**config.mk**
```make
export PLATFORM = sky130hd
export DESIGN_NAME = reduce_gate_accum
export DESIGN_NICKNAME = d
export VERILOG_FILES = /design/src/rtl/reduce_gate_accum.sv
export SDC_FILE = /design/constraint.sdc
export NUM_CORES = 1
export LEC_CHECK = 0
export ABC_AREA = 1
export CAP_MARGIN = 40
export CORE_MARGIN = 1
export CORE_UTILIZATION = 30
export CTS_BUF_LIST = sky130_fd_sc_hd__clkbuf_2 sky130_fd_sc_hd__clkbuf_4 sky130_fd_sc_hd__clkbuf_8
export CTS_CLUSTER_DIAMETER = 200
export DETAILED_ROUTE_END_ITERATION = 12
export HOLD_SLACK_MARGIN = 0.03
export SLEW_MARGIN = 5
export SYNTH_ARGS = -nofsm -noshare
export SYNTH_HDL_FRONTEND = slang
export SYNTH_SLANG_ARGS = --single-unit
```
**constraint.sdc**
```tcl
create_clock -name Clock -period 5.1 [get_ports Clock]
set_input_delay 1.02 -clock Clock [delete_from_list [all_inputs] [get_ports Clock]]
set_output_delay 1.02 -clock Clock [all_outputs]
set_load 0.01 [all_outputs]
```
**src/rtl/reduce_gate_accum.sv**
```systemverilog
// reduce_gate_accum: frame-based OR/AND/XOR reduction with a saturating ones count.
// Each accepted beat is inverted by BubblesMask, reduced to one bit, and folded into
// a per-frame accumulator. The frame result is held until the consumer accepts it.
module reduce_gate_accum #(
    parameter int                    NrOfInputs  = 29,
    parameter logic [NrOfInputs-1:0] BubblesMask = '0,
    parameter int                    CountWidth  = 10
) (
    input  logic                  Clock,
    input  logic                  Reset,
    input  logic [NrOfInputs-1:0] Data_In,
    input  logic                  Data_Valid,
    input  logic                  Data_Last,
    output logic                  Data_Ready,
    input  logic [1:0]            Mode,
    output logic                  Result,
    output logic [CountWidth-1:0] Count,
    output logic                  Overflow,
    output logic                  Result_Valid,
    input  logic                  Result_Ready
);

    // Popcount of up to 64 bits fits in 7 bits; the sum width covers the largest
    // count plus one full beat without wrapping.
    localparam int PopWidth = 7;
    localparam int SumWidth = CountWidth + 8;
    localparam logic [SumWidth-1:0] CntMax = {{(SumWidth - CountWidth){1'b0}}, {CountWidth{1'b1}}};

    typedef enum logic {
        ACCUM = 1'b0,
        HOLD  = 1'b1
    } state_t;

    state_t                  state, state_next;
    logic                    first;
    logic [1:0]              mode_q;
    logic                    acc;
    logic [CountWidth-1:0]   cnt;
    logic                    ovf;

    logic [NrOfInputs-1:0]   real_bits;
    logic [1:0]              mode_eff;
    logic                    beat_red;
    logic                    acc_next;
    logic [PopWidth-1:0]     pop;
    logic [SumWidth-1:0]     sum;
    logic [CountWidth-1:0]   cnt_next;
    logic                    ovf_next;
    logic                    accept;

    function automatic logic [PopWidth-1:0] popcount(input logic [NrOfInputs-1:0] v);
        logic [PopWidth-1:0] n;
        n = '0;
        for (int i = 0; i < NrOfInputs; i++) begin
            n = n + PopWidth'(v[i]);
        end
        return n;
    endfunction

    // Beat datapath: inversion, beat reduction, fold into accumulator, saturating count.
    always_comb begin
        // NOTE: every signal gets a default first so no path leaves it unassigned (no latches).
        real_bits = Data_In ^ BubblesMask;
        mode_eff  = first ? Mode : mode_q;
        accept    = Data_Valid && (state == ACCUM);
        pop       = popcount(real_bits);

        case (mode_eff)
            2'b01:   beat_red = &real_bits;
            2'b10:   beat_red = ^real_bits;
            default: beat_red = |real_bits;
        endcase

        if (first) begin
            acc_next = beat_red;
        end else begin
            case (mode_eff)
                2'b01:   acc_next = acc & beat_red;
                2'b10:   acc_next = acc ^ beat_red;
                default: acc_next = acc | beat_red;
            endcase
        end

        sum = (first ? '0 : SumWidth'(cnt)) + SumWidth'(pop);
        if (sum > CntMax) begin
            cnt_next = '1;
            ovf_next = 1'b1;
        end else begin
            cnt_next = sum[CountWidth-1:0];
            ovf_next = first ? 1'b0 : ovf;
        end
    end

    // State register.
    always_ff @(posedge Clock) begin
        // NOTE: sequential state uses non-blocking assignments so all flops update together.
        if (Reset) begin
            state <= ACCUM;
        end else begin
            state <= state_next;
        end
    end

    // Next-state logic and handshake outputs.
    always_comb begin
        state_next   = state;
        Data_Ready   = 1'b0;
        Result_Valid = 1'b0;
        case (state)
            ACCUM: begin
                Data_Ready = 1'b1;
                if (accept && Data_Last) begin
                    state_next = HOLD;
                end
            end
            HOLD: begin
                Result_Valid = 1'b1;
                if (Result_Ready) begin
                    state_next = ACCUM;
                end
            end
            default: state_next = ACCUM;
        endcase
    end

    // Frame accumulator and presented result; results only change when a frame closes.
    always_ff @(posedge Clock) begin
        if (Reset) begin
            first    <= 1'b1;
            mode_q   <= '0;
            acc      <= 1'b0;
            cnt      <= '0;
            ovf      <= 1'b0;
            Result   <= 1'b0;
            Count    <= '0;
            Overflow <= 1'b0;
        end else if (accept) begin
            if (first) begin
                mode_q <= Mode;
            end
            acc   <= acc_next;
            cnt   <= cnt_next;
            ovf   <= ovf_next;
            // Closing a frame re-arms the first-beat flag for the frame after the handshake.
            first <= Data_Last;
            if (Data_Last) begin
                Result   <= acc_next;
                Count    <= cnt_next;
                Overflow <= ovf_next;
            end
        end
    end

endmodule

```
==> results of run 1 <==
[flip-flops by register name, indices dropped and copies added, names as in the netlist]
register  flops
Count        10
Overflow      1
Result        1
acc           1
cnt          10
first         1
mode_q        2
ovf           1
state         1
[where the power goes]
group | total [mW] | leakage [nW] | internal [mW] | switching, mW
sequential | 0.273 | 0.230 | 0.257 | 0.0165
combinational | 1.78 | 1.93 | 0.849 | 0.933
clock | 0.174 | 0.0357 | 0.105 | 0.0684
[per-stage QoR]
| stage | power (mW) | setup TNS (ns) | worst slack, ns | hold WS [ns] | area (um2) |
|---|---|---|---|---|---|
| 2_1_floorplan | 1.241 | -5.054 | -0.2668 | 0.4675 | 3094 |
| 3_3_place_gp | 1.659 | -19.47 | -0.9208 | 0.4338 | 3964 |
| 3_5_place_dp | 1.674 | -21.15 | -1.003 | 0.4470 | 3964 |
| 4_1_cts | 1.904 | -8.757 | -0.4399 | 0.4657 | 4063 |
| 5_1_grt | 2.437 | -9.015 | -0.4488 | 0.4823 | 4149 |
| 6_report | 2.229 | -5.705 | -0.2996 | 0.4651 | 4149 |
[final cells by class]
class / count / area (um2)
Tap cell: 133 / 166.4
Fill cell: 979 / 5715
Clock buffer: 3 / 41.29
Clock inverter: 1 / 30.03
Sequential cell: 28 / 560.5
Multi-Input combinational cell: 292 / 2266
Inverter: 95 / 369.1
Timing Repair Buffer: 86 / 715.7
[synth_stat cells]
master,count,share of area [%]
nand2_1,106,13
nor4_1,2,0.41
o21ai_4,1,0.53
o21ai_0,9,1.5
nand3_4,1,0.57
buf_2,1,0.16
nand3_1,12,1.9
nor3_2,1,0.32
a22o_1,1,0.28
nor2_2,4,0.81
nand2_2,1,0.20
or2_2,3,0.61
ha_1,49,20
nor2_1,22,2.7
inv_4,1,0.20
dfxtp_1,28,18
o31ai_1,2,0.49
o211ai_1,2,0.49
nand4_1,5,1.0
fa_1,23,15
a21oi_1,19,3.1
inv_2,1,0.12
o21ai_1,11,1.8
xor2_1,8,2.3
a21oi_2,4,1.1
a21o_1,1,0.24
xnor2_1,5,1.4
inv_1,93,11
clkbuf_1,4,0.49
[cells by family (layout without fill, tap and decap cells)]
group | Yosys count | in the layout | synth area share, %
simple gates | 157 | 157 | 21.48
compound gates | 50 | 50 | 9.500
xor+xnor | 13 | 13 | 3.695
flops | 28 | 28 | 18.19
buf+inv | 100 | 185 | 12.30
fa+ha+maj | 72 | 72 | 34.84
[worst max-delay path, delay by kind of cell]
| kind | cells | cell delay, ns |
|---|---|---|
| adder cells (fa/ha/maj) | 8 | 3.38 |
| buffers and inverters | 9 | 0.64 |
| XOR/XNOR | 1 | 0.11 |
| AND/OR/NAND/NOR | 2 | 0.17 |
| AO/OA/AOI/OAI | 2 | 0.25 |
[per-layer routing]
metal	share of wire, %	vias to the layer above	GRT usage, %	routed length, um
li1	-	1455	-	-
met2	51	55	27.51	3807
met4	1.4	0	2.384	103
met1	43	1337	18.32	3266
met3	4.7	12	1.949	357
met5	0	-	0	0
[path summary, 6_finish.rpt]
check                    from        to  slack, ns  cells past startpoint
setup / recovery  Data_In[21]    cnt[8]      -0.30                     22
hold / removal       Count[8]  Count[8]       0.47                      2
hold reg to reg      Count[8]  Count[8]       0.47                      2
setup reg to reg       cnt[1]    cnt[8]       0.84                     17
[timing repair]
action | 4_1_cts | 5_1_grt
setup buffers | 3 | 3
endpoints found under the hold margin | 0 | 0
gates resized for setup | 66 | 28
pin swaps | 19 | 19
endpoints found under the setup margin | 22 | 22
==> metrics.yaml, run 1 <==
start_util_pct: 31.24
fmax_mhz: 185.2
cts_tree: "yes"
clockBufferDepth: 2
holdBufCountCts: 0
dp_cells: 628
cts_buffers: 3
wl_per_cell_um: 11.81
cp.required_ns: 5.28
num_rows: 36
routed_wl_um: 7535
grt.overflow.total: 0
ir_drop_v: 0.0003115
setup_violations: 22
outcome: "complete, but fails checks"
ant_nets: 0
synthDistinctLibCells: 29
dr.first_iter.drc_count: 98
root_buffer: "clkbuf_8"
die_w_um: 103.4
drive_gt1_share_pct: 19.80
via_per_inst: 4.481
fin_skew_ns: 0.01088
syn_inst: 420
cp_common_cell: "fa_1"
cp_max_fo: 3
end_kind: "register"
powerDensity_nw_per_um2: 537.3
drc: 1
finalCritPeriodShare_pct: 105.9
post-route-min-period_ns: 5.400
final_cell_mix: "nand2_1 (104), inv_1 (81), ha_1 (46)"
critPathKind: "in -> reg"
drt_first_pass_iters: 10
max_stage_delay_ns: 0.52
die_h_um: 103.4
worst_hold_path_type: "reg -> reg"
grt_max_degree: 23
hpwl_um: 6310
max-cap-violations: 0
syn-num-nets: 528
violations: "design-rule violations, negative setup slack"
layoutNonFillerInstCount: 638
rsz0062_at_grt: "true"
antenna_cells: 0
track_usage_pct: 14.77
seq_area_frac_synth_pct: 18.19
cts.clk_slew.worst_paths_ns: 0.10
core_area_um2: 9864
clk_latency_ns: 0.28
setup_ws_ns: -0.2996
cts.htree.levels: 1
timing.final.max_slew_violations: 0
p_leak_nw: 2.200
slew-limit-headroom_pct: 59.65
grt_pass1_wl_um: 12430
worst_slew_pin_slew_ns: 0.6047
cpMaxStageDelayCell: "fa_1"
antenna_found_initial: 0
io_pins: 50
place.gp.congestion: 0.8433
start_kind: "input port"
grt_pass1_vias: 2893
layout_commonest_cell: "nand2_1"
die-area_um2: 10680
cts.sinks: 28
yosys_warnings: 0
fin_nets: 614
post-route-util_pct: 42.06
io_buffers: 49
crit_path_cell_trace: "buf_8 > fa_1 > inv_1 > fa_1 > inv_1 > fa_1 > inv_2 > fa_1 > fa_1 > fa_1 > inv_2 > ha_4 > inv_2 > fa_2 > inv_2 > a21oi_4 > o21ai_4 > buf_4 > xnor2_2 > nand3_1 > nand2_1 > inv_1"
synth-seq-cells: 28
syn-cell-area_um2: 3082
avgSynthCellArea_um2: 7.337
dr_total_vias: 2859
cp_data_arrival_time_ns: 5.58
finalHoldViolations: 0
area_growth_pct: 34.63
Power figures use the tool's default switching activity.
==> inputs of run 2 (changes only) <==
Settings changed: CORE_ASPECT_RATIO from default to 0.7, CORE_UTILIZATION 30 to 51, PLACE_DENSITY from default to 0.8.
==> run 2 against run 1 <==
Net effect: the flow finishes with violations (negative setup slack); die area fell by 40%; first-iteration DRC count increased to 2.6 times the previous value; critical path type unchanged; core utilization is 28 points higher; register-to-register slack worse by 0.05 ns; power decreased by 4.5%; worst setup slack got worse by 0.13 ns; non-clock buffer count stayed put; combinational power decreased by 6%; final area is 2.5% lower; hold slack lost 0.0092 ns; critical endpoint is now Count[8]; highest routed layer unchanged.
==> metrics.yaml, run 2 (synthesis results as in run 1) <==
outcome: "complete, but fails checks"
violations: "negative setup slack"
rsz0062_at_grt: "true"
io_buffers: 49  # unchanged
via_per_inst: 5.114  # +14%
layoutNonFillerInstCount: 580  # -9.1%
drt_first_pass_iters: 5  # -5
critPathKind: "in -> reg"
wl_per_cell_um: 14.03  # +19%
grt_pass1_wl_um: 12610  # +1.5%
io_pins: 50  # unchanged
drive_gt1_share_pct: 19.41  # -0.40 points
dr.first_iter.drc_count: 250  # +160%
root_buffer: "clkbuf_8"
antenna_cells: 0  # unchanged
start_util_pct: 53.28  # +22 points
final_cell_mix: "nand2_1 (104), inv_1 (81), ha_1 (47)"
place.gp.congestion: 0.8756  # +3.8%
p_leak_nw: 2.197  # -0.14%
dp_worst_setup_slack_ns: -1.090  # -0.08685 ns
powerDensity_nw_per_um2: 526.4  # -2.0%
num_rows: 23  # -36%
max-cap-violations: 0  # unchanged
routed_wl_um: 8135  # +8.0%
cts.clk_slew.worst_paths_ns: 0.10  # about the same
finalCritPeriodShare_pct: 108.4  # +2.5 points
grt.overflow.total: 0  # unchanged
power.total_mw: 2.129  # -4.5%
clockBufferDepth: 2  # unchanged
die_w_um: 94.91  # -8.2%
start_kind: "input port"
setup_violations: 22  # unchanged
fmax_mhz: 180.9  # -2.3%
top_regs: "Count x10, cnt x10, mode_q x2"
core_area_um2: 5784  # -41%
track_usage_pct: 25.89  # +11 points
cts_tree: "yes"
post-route-min-period_ns: 5.529  # +0.1296 ns
end_kind: "register"
fin_nets: 614  # unchanged
ir_drop_v: 0.0004264  # +37%
fin_skew_ns: 0.001889  # -0.008994 ns
timing.final.max_slew_violations: 0  # unchanged
layout_commonest_cell: "nand2_1"
die_h_um: 67.04  # -35%
cp.required_ns: 5.28  # about the same
clk_latency_ns: 0.28  # about the same
grt_pass1_vias: 2735  # -5.5%
grt_max_degree: 23  # unchanged
drc: 0  # -1
dr_total_vias: 2966  # +3.7%
fin_setup_tns_ns: -8.092  # -2.387 ns
worst_slew_pin_slew_ns: 0.6624  # +0.05772 ns
antenna_found_initial: 0  # unchanged
cp_data_arrival_time_ns: 5.71  # +0.13 ns
worst_hold_path_type: "reg -> reg"
slew-limit-headroom_pct: 55.79  # -3.9 points
ant_nets: 0  # unchanged
cp_max_fo: 3  # unchanged
area_growth_pct: 31.26
cts.sinks: 28  # unchanged
dp_cells: 568  # -9.6%
cts_buffers: 3  # unchanged
cts.htree.levels: 1  # unchanged
hpwl_um: 6417  # +1.7%
finalHoldViolations: 0  # unchanged
setup_ws_ns: -0.4292  # -0.1296 ns
die-area_um2: 6362  # -40%
run 2: changes by cell type in the layout (fill, tap and decap cells not counted), sizes merged:
| cell | previous run | this run |
|---|---|---|
| buf | 48 | 44 |
| clkbuf | 7 | 10 |
| clkdlybuf4s15 | 0 | 1 |
run 2: layout make-up:
class,instances,area (um2)
multi-input cells,292,2230
fillers,437,1739
repair buffers,86,720.7
flip-flops and latches,28,560.5
inverters,95,369.1
well taps,75,93.84
clock buffers,3,41.29
clock inverters,1,30.03
run 2: report_power, final:
group          switching, mW  internal (mW)  leakage, nW
Sequential            0.0177          0.257        0.230
Combinational          0.919          0.757         1.93
Clock                 0.0735          0.105       0.0357
Total                   1.01           1.12         2.20
run 2: metrics by stage:
stage               instance area, um2  utilization, %  hold slack, ns
floorplan                         3094               -          0.4675
global placement                  3876           67.01          0.4346
detailed placement                3876           67.01          0.4390
CTS                               3991           69.00          0.4617
global route                      4045           69.93          0.4917
finish                            4045           69.93          0.4559
run 2: path summary, 6_finish.rpt:
check,from,endpoint,slack [ns],depth (start not counted)
setup reg to reg,cnt[1],cnt[6],0.79,18
hold reg to reg,Count[7],Count[7],0.46,2
setup / recovery,Data_In[21],Count[8],-0.43,22
hold / removal,Count[7],Count[7],0.46,2
run 2: layer usage:
metal | share of wire, % | vias to the layer above | track usage, %
li1 | - | 1460 | -
met1 | 48 | 1395 | 37.57
met2 | 46 | 93 | 41.73
met3 | 4.4 | 18 | 3.425
met4 | 1.4 | 0 | 3.409
met5 | 0 | - | 0
run 2: what timing repair did:
item / 4_1_cts / 5_1_grt
hold buffers: 0 / 0
pin swaps: 19 / 21
setup endpoints to repair: 22 / 22
setup buffers: 5 / 3
gates resized for setup: 56 / 29
endpoints found under the hold margin: 0 / 0
run 2: worst max-delay path, stage by stage:
cell and delay [ns]:
buf_8 0.10, fa_1 0.56, inv_2 0.04, fa_1 0.51, inv_2 0.04, fa_1 0.48
inv_1 0.05, fa_1 0.45, fa_1 0.51, fa_1 0.41, inv_1 0.07, ha_2 0.18
inv_2 0.04, fa_2 0.36, inv_2 0.09, a21oi_4 0.07, o21ai_4 0.20, buf_4 0.15
xnor2_2 0.12, nand2_1 0.11, nand2_1 0.08, nand2_1 0.05
==> inputs of run 3 (changes only) <==
Settings changed: CORE_ASPECT_RATIO 0.7 to 0.9, HOLD_SLACK_MARGIN 0.03 to 0.12.
==> run 3 against run 2 <==
Net effect: the flow finishes with violations (design-rule violations, negative setup slack); worst setup slack got worse by 0.13 ns; clock-buffer cell count rose by 1; wire length rose by 9.7%; register-to-register slack got worse by 0.27 ns; clock skew rose by 0.0018 ns; core utilization rose by 2.2 points; sequential share of layout area fell by 0.37 points; final area rose by 2.7%.
==> metrics.yaml, run 3 (synthesis results as in run 1) <==
layoutNonFillerInstCount: 577  # -0.52%
path_delay_family: "adder cells"
holdBufCountCts: 0  # unchanged
powerDensity_nw_per_um2: 546.2  # +3.8%
drt_first_pass_iters: 9  # +4
postPlaceCellArea_um2: 3862  # -0.36%
max-cap-violations: 0  # unchanged
num_rows: 26  # +13%
post-route-min-period_ns: 5.660  # +0.1306 ns
io_pins: 50  # unchanged
place.gp.congestion: 0.8901  # +1.7%
slew-limit-headroom_pct: 55.59  # -0.20 points
setup_ws_ns: -0.5598  # -0.1306 ns
cp_data_arrival_time_ns: 5.88  # +0.17 ns
dp_worst_setup_slack_ns: -1.038  # +0.05151 ns
grt_pass1_wl_um: 12300  # -2.5%
dp_cells: 562  # -1.1%
layout_commonest_cell: "nand2_1"
p_leak_nw: 2.217  # +0.90%
worst_slew_pin_slew_ns: 0.6654  # +0.002987 ns
fmax_mhz: 176.7  # -2.3%
max_stage_delay_ns: 0.55  # about the same
end_kind: "register"
finalHoldViolations: 0  # unchanged
rrSetupSlack_ns: 0.52  # -0.27 ns
cts.sinks: 28  # unchanged
cts_buffers: 3  # unchanged
outcome: "complete, but fails checks"
io_buffers: 49  # unchanged
cpMaxStageDelayCell: "fa_1"
die_h_um: 75.75  # +13%
wl_per_cell_um: 15.47  # +10%
worst_hold_path_type: "reg -> reg"
routed_wl_um: 8926  # +9.7%
grt_max_degree: 23  # unchanged
clockBufferDepth: 2  # unchanged
die-area_um2: 6358  # about the same
start_util_pct: 53.52  # +0.24 points
die_w_um: 83.94  # -12%
dr_total_vias: 3024  # +2.0%
final_cell_area_um2: 4155  # +2.7%
clk_latency_ns: 0.28  # about the same
finalCritPeriodShare_pct: 111.0  # +2.6 points
final_cell_mix: "nand2_1 (102), inv_1 (78), ha_1 (46)"
crit_path_cell_trace: "buf_8 > fa_1 > inv_2 > fa_1 > inv_2 > fa_1 > inv_1 > fa_2 > fa_1 > fa_1 > inv_2 > ha_4 > inv_2 > fa_2 > inv_2 > a21oi_4 > o21ai_4 > nand3_4 > inv_8 > nor2_4 > nand2_1 > nand2_1 > inv_1"
via_per_inst: 5.241  # +2.5%
nFillCells: 405  # -7.3%
antenna_found_initial: 0  # unchanged
grt.overflow.total: 0  # unchanged
antenna_cells: 0  # unchanged
ir_drop_v: 0.0003274  # -23%
dr.first_iter.drc_count: 278  # +11%
cp.required_ns: 5.32  # +0.04 ns
routed-wl-met2_um: 4437  # +18%
cp_max_fo: 7  # +4
hpwl_um: 6266  # -2.4%
rsz0062_at_grt: "true"
cts_tree: "yes"
wl_met1_um: 3708  # -4.6%
cts.clk_slew.worst_paths_ns: 0.10  # about the same
root_buffer: "clkbuf_8"
fin_setup_tns_ns: -10.17  # -2.083 ns
crit_buf_inv: 9  # +1
top_regs: "Count x10, cnt x10, mode_q x2"
dr_wl_met3_um: 549  # +53%
fin_skew_ns: 0.003722  # +0.001833 ns
start_kind: "input port"
cts.htree.levels: 1  # unchanged
drc: 2  # +2
highest_layer: "met4"
timing.final.max_slew_violations: 0  # unchanged
track_usage_pct: 24.56  # -1.3 points
core_area_um2: 5758  # -0.45%
violations: "design-rule violations, negative setup slack"
drive_gt1_share_pct: 22.09  # +2.7 points
critPathKind: "in -> reg"
ant_nets: 0  # unchanged
post-route-util_pct: 72.16  # +2.2 points
setup_violations: 22  # unchanged
grt_pass1_vias: 2738  # +0.11%
area_growth_pct: 34.84
fin_nets: 616  # +0.33%
==> run 3: path summary, 6_finish.rpt <==
check                           endpoint  cells after the start   startpoint
worst max register to register    cnt[6]                     18       cnt[1]
worst min register to register  Count[9]                      2     Count[9]
worst max-delay path              cnt[6]                     23  Data_In[19]
worst min-delay path            Count[9]                      2     Count[9]
==> run 3: area by class of cell <==
| type | instances | area (um2) | share of cell area [%] |
|---|---|---|---|
| multi-input combinational | 292 | 2332 | 56.13 |
| timing repair buffer | 88 | 755.7 | 18.19 |
| clock buffer | 4 | 55.05 | 1.325 |
| sequential | 28 | 560.5 | 13.49 |
| tap | 70 | 87.58 | 2.108 |
| inverter | 95 | 364.1 | 8.762 |
==> run 3: what timing repair did <==
action,CTS,global route
endpoints found under the setup margin,22,22
gates resized for setup,52,54
setup buffers,3,8
pin swaps,16,32
==> run 3: routing by layer <==
layer	up-vias	GRT usage (%)
li1	1465	-
met1	1403	31.73
met2	132	42.99
met3	24	4.442
met4	0	7.088
met5	-	0
==> run 3: power by group <==
| part | leakage, nW | switching, mW | internal [mW] | total, mW |
|---|---|---|---|---|
| clock network | 0.0288 | 0.0721 | 0.0692 | 0.141 |
| registers | 0.230 | 0.0204 | 0.257 | 0.277 |
| logic | 1.96 | 1.02 | 0.835 | 1.85 |
==> run 3: metrics by stage <==
step / power [mW] / hold slack (ns)
2_1_floorplan: 1.241 / 0.4675
3_3_place_gp: 1.590 / 0.4349
3_5_place_dp: 1.635 / 0.4411
4_1_cts: 1.809 / 0.4592
5_1_grt: 2.439 / 0.4718
6_report: 2.269 / 0.4535
==> run 3: worst reg2reg max path: stages, from the launching register on <==
cell,delay [ns]
dfxtp_1,0.36
inv_1,0.04
nor2_1,0.18
ha_1,0.29
fa_1,0.52
fa_2,0.56
fa_1,0.46
fa_1,0.61
inv_1,0.09
fa_2,0.43
inv_2,0.10
a21oi_4,0.07
o21ai_4,0.22
nand3_4,0.18
inv_8,0.15
nor2_4,0.06
nand2_1,0.07
nand2_1,0.09
inv_1,0.08
==> RTL change: new RTL, settings of run 2 <==
Change the parameter `CountWidth` from 10 to 12.
--- a/src/rtl/reduce_gate_accum.sv
+++ b/src/rtl/reduce_gate_accum.sv
@@ -5,5 +5,5 @@
     parameter int                    NrOfInputs  = 29,
     parameter logic [NrOfInputs-1:0] BubblesMask = '0,
-    parameter int                    CountWidth  = 10
+    parameter int                    CountWidth  = 12
 ) (
     input  logic                  Clock,
Ports: changed (resized Count); port bits go from 50 to 52. No check against the original RTL was run, so the function may have changed too.
==> RTL change against run 2 <==
The flow still finishes with violations (negative setup slack). Cell area grew 6.7%. Clock power grew 50%. Non-clock buffer count grew 3. Total power grew 2.7%. Register-to-register slack lost 0.22 ns. Synthesized area grew 8.1%. Critical path depth grew 2. Wire length grew 5.8%. Combinational power shrank 4%. Setup slack lost 0.16 ns. Global-route usage grew 1.2 points. Sequential cell count grew 4. Largest cell class unchanged.
==> RTL change: results (changes against run 2) <==
[layout]
design_area_mm2 = 0.00432  ; +6.7%
multi_input_area_share_pct = 53.3  ; -1.9 points
antennaDiodeCount = 0  ; unchanged
seq_cell_count = 32  ; +14%
finalNetCount = 649  ; +5.7%
clk_share_pct = 2.93  ; +1.2 points
largestRegisters = Count: 12 flops, cnt: 12 flops, mode_q: 2 flops
drive_gt1_share_pct = 18.6  ; -0.77 points
nClkBuffers = 7  ; +4
final.fill_count = 475  ; +8.7%
seq_area_share_pct = 14.8  ; +0.98 points
buffers = 89  ; +3.5%
inverters = 108  ; +14%
buffer_area_share_pct = 17.2  ; -0.60 points
multi_input_cells = 305  ; +4.5%

[yosys]
synth.avg_cell_area_um2 = 7.34  ; about the same
synth_fp_nets = 562  ; +6.4%
synth_ff_type = dfxtp_1
synth.area.top_cells = dfxtp_1, ha_1, fa_1, inv_1, nand2_1
synth_cell_types = 33  ; +14%
synth_commonest_cells = inv_1, nand2_1, ha_1, dfxtp_1, a21oi_1
ys_seq_area_share_pct = 19.2  ; +1.0 points

[critical_path]
path_max_fanout = 7  ; +4
crit_arrival_ns = 5.90  ; +0.19 ns
worstSetupStartpoint = Data_In[19]

[timing]
fin_skew_ns = 0.0136  ; +0.0117 ns
layout_setup_ws_ns = -0.591  ; -0.162 ns
relSlewSlack_pct = 57.8  ; +2.0 points
setup_tns_ns = -14.03  ; -5.94 ns
setup_viol = 26  ; +18%

[outcome]
status = finished with violations
violations = negative setup slack

[power]
leakage_nw = 2.38  ; +8.5%
vdd_drop_max_uv = 450  ; +5.6%

[cts]
cts-root-buf = clkbuf_8
htree_levels = 2  ; +1
cts_buffers = 5  ; +2
clkTransAtPathRegs_ns = 0.08  ; -0.02 ns

[run]
drv_cap = 0  ; unchanged

[global_routing]
grt_pass1_wl_mm = 14.7  ; +17%
antenna_found_initial = 0  ; unchanged
grt_max_degree = 24  ; +4.3%
grt_use_total_pct = 27.1  ; +1.2 points

[route]
post_drt_wl_per_cell_um = 13.9  ; -1.0%
drt_iter0_drc = 212  ; -15%
vias = 3172  ; +6.9%
via_per_inst = 5.12  ; about the same

[place]
dp_hpwl_mm = 6.85  ; +6.7%
dp_cells = 603  ; +6.2%
io_buffer_count = 51  ; +4.1%
dp_slack_ns = -1.26  ; -0.174 ns
gp_congestion = 0.888  ; +1.4%
placed_cell_area_mm2 = 0.00413  ; +6.5%

[floorplanning]
nWellTaps = 78  ; +4.0%

[min_path]
hold_path_startpoint = Result

## RTL change: path summary, 6_finish.rpt
path                            cells after the start  slack, ns     end
worst min-delay path                                2       0.46  Result
worst max register to register                     19       0.57  cnt[1]
worst max-delay path                               24      -0.59  cnt[1]
worst min register to register                      2       0.46  Result
## RTL change: logic make-up after synthesis
| family | Yosys count | synth area share (%) |
|---|---|---|
| adders and majority gates | 72 | 32.2 |
| xor gates and xnor gates | 12 | 3.16 |
| DFF | 32 | 19.2 |
| and+or+nand+nor | 148 | 20.0 |
| AOI/OAI and AO/OA | 73 | 11.8 |
| buffers and inverters | 117 | 13.6 |
## RTL change: power by group
group	total [mW]	leakage, nW	internal, mW	switching (mW)
combinational	1.61	2.06	0.762	0.845
sequential	0.311	0.264	0.290	0.0206
clock	0.269	0.0645	0.172	0.0970
total	2.19	2.38	1.22	0.963
## RTL change: worst max-delay path: stages
cell and delay [ns]:
buf_8 0.10, fa_1 0.54, inv_2 0.04, fa_1 0.49
inv_1 0.05, fa_1 0.49, inv_2 0.04, fa_1 0.49
fa_1 0.52, fa_1 0.41, inv_1 0.07, ha_2 0.18
inv_2 0.04, fa_2 0.33, inv_2 0.07, nand3_2 0.07
nand2_2 0.07, nand3b_1 0.10, nand3_2 0.11, nand4_4 0.12
nor2_8 0.25, buf_4 0.16, nor2_4 0.03, a21oi_1 0.10
## RTL change: timing repair
item,in CTS,in global routing
pin swaps,20,8
cloned,0,0
setup endpoints to repair,26,26
resized for setup,76,8
setup buffers,5,4
## RTL change: metal layers
layer,track usage (%),wire (µm),up-vias
li1,-,-,1565
met1,38.5,4120,1511
met2,43.5,3870,82
met3,5.54,549,14
met4,4.15,66,0
met5,0,0,-
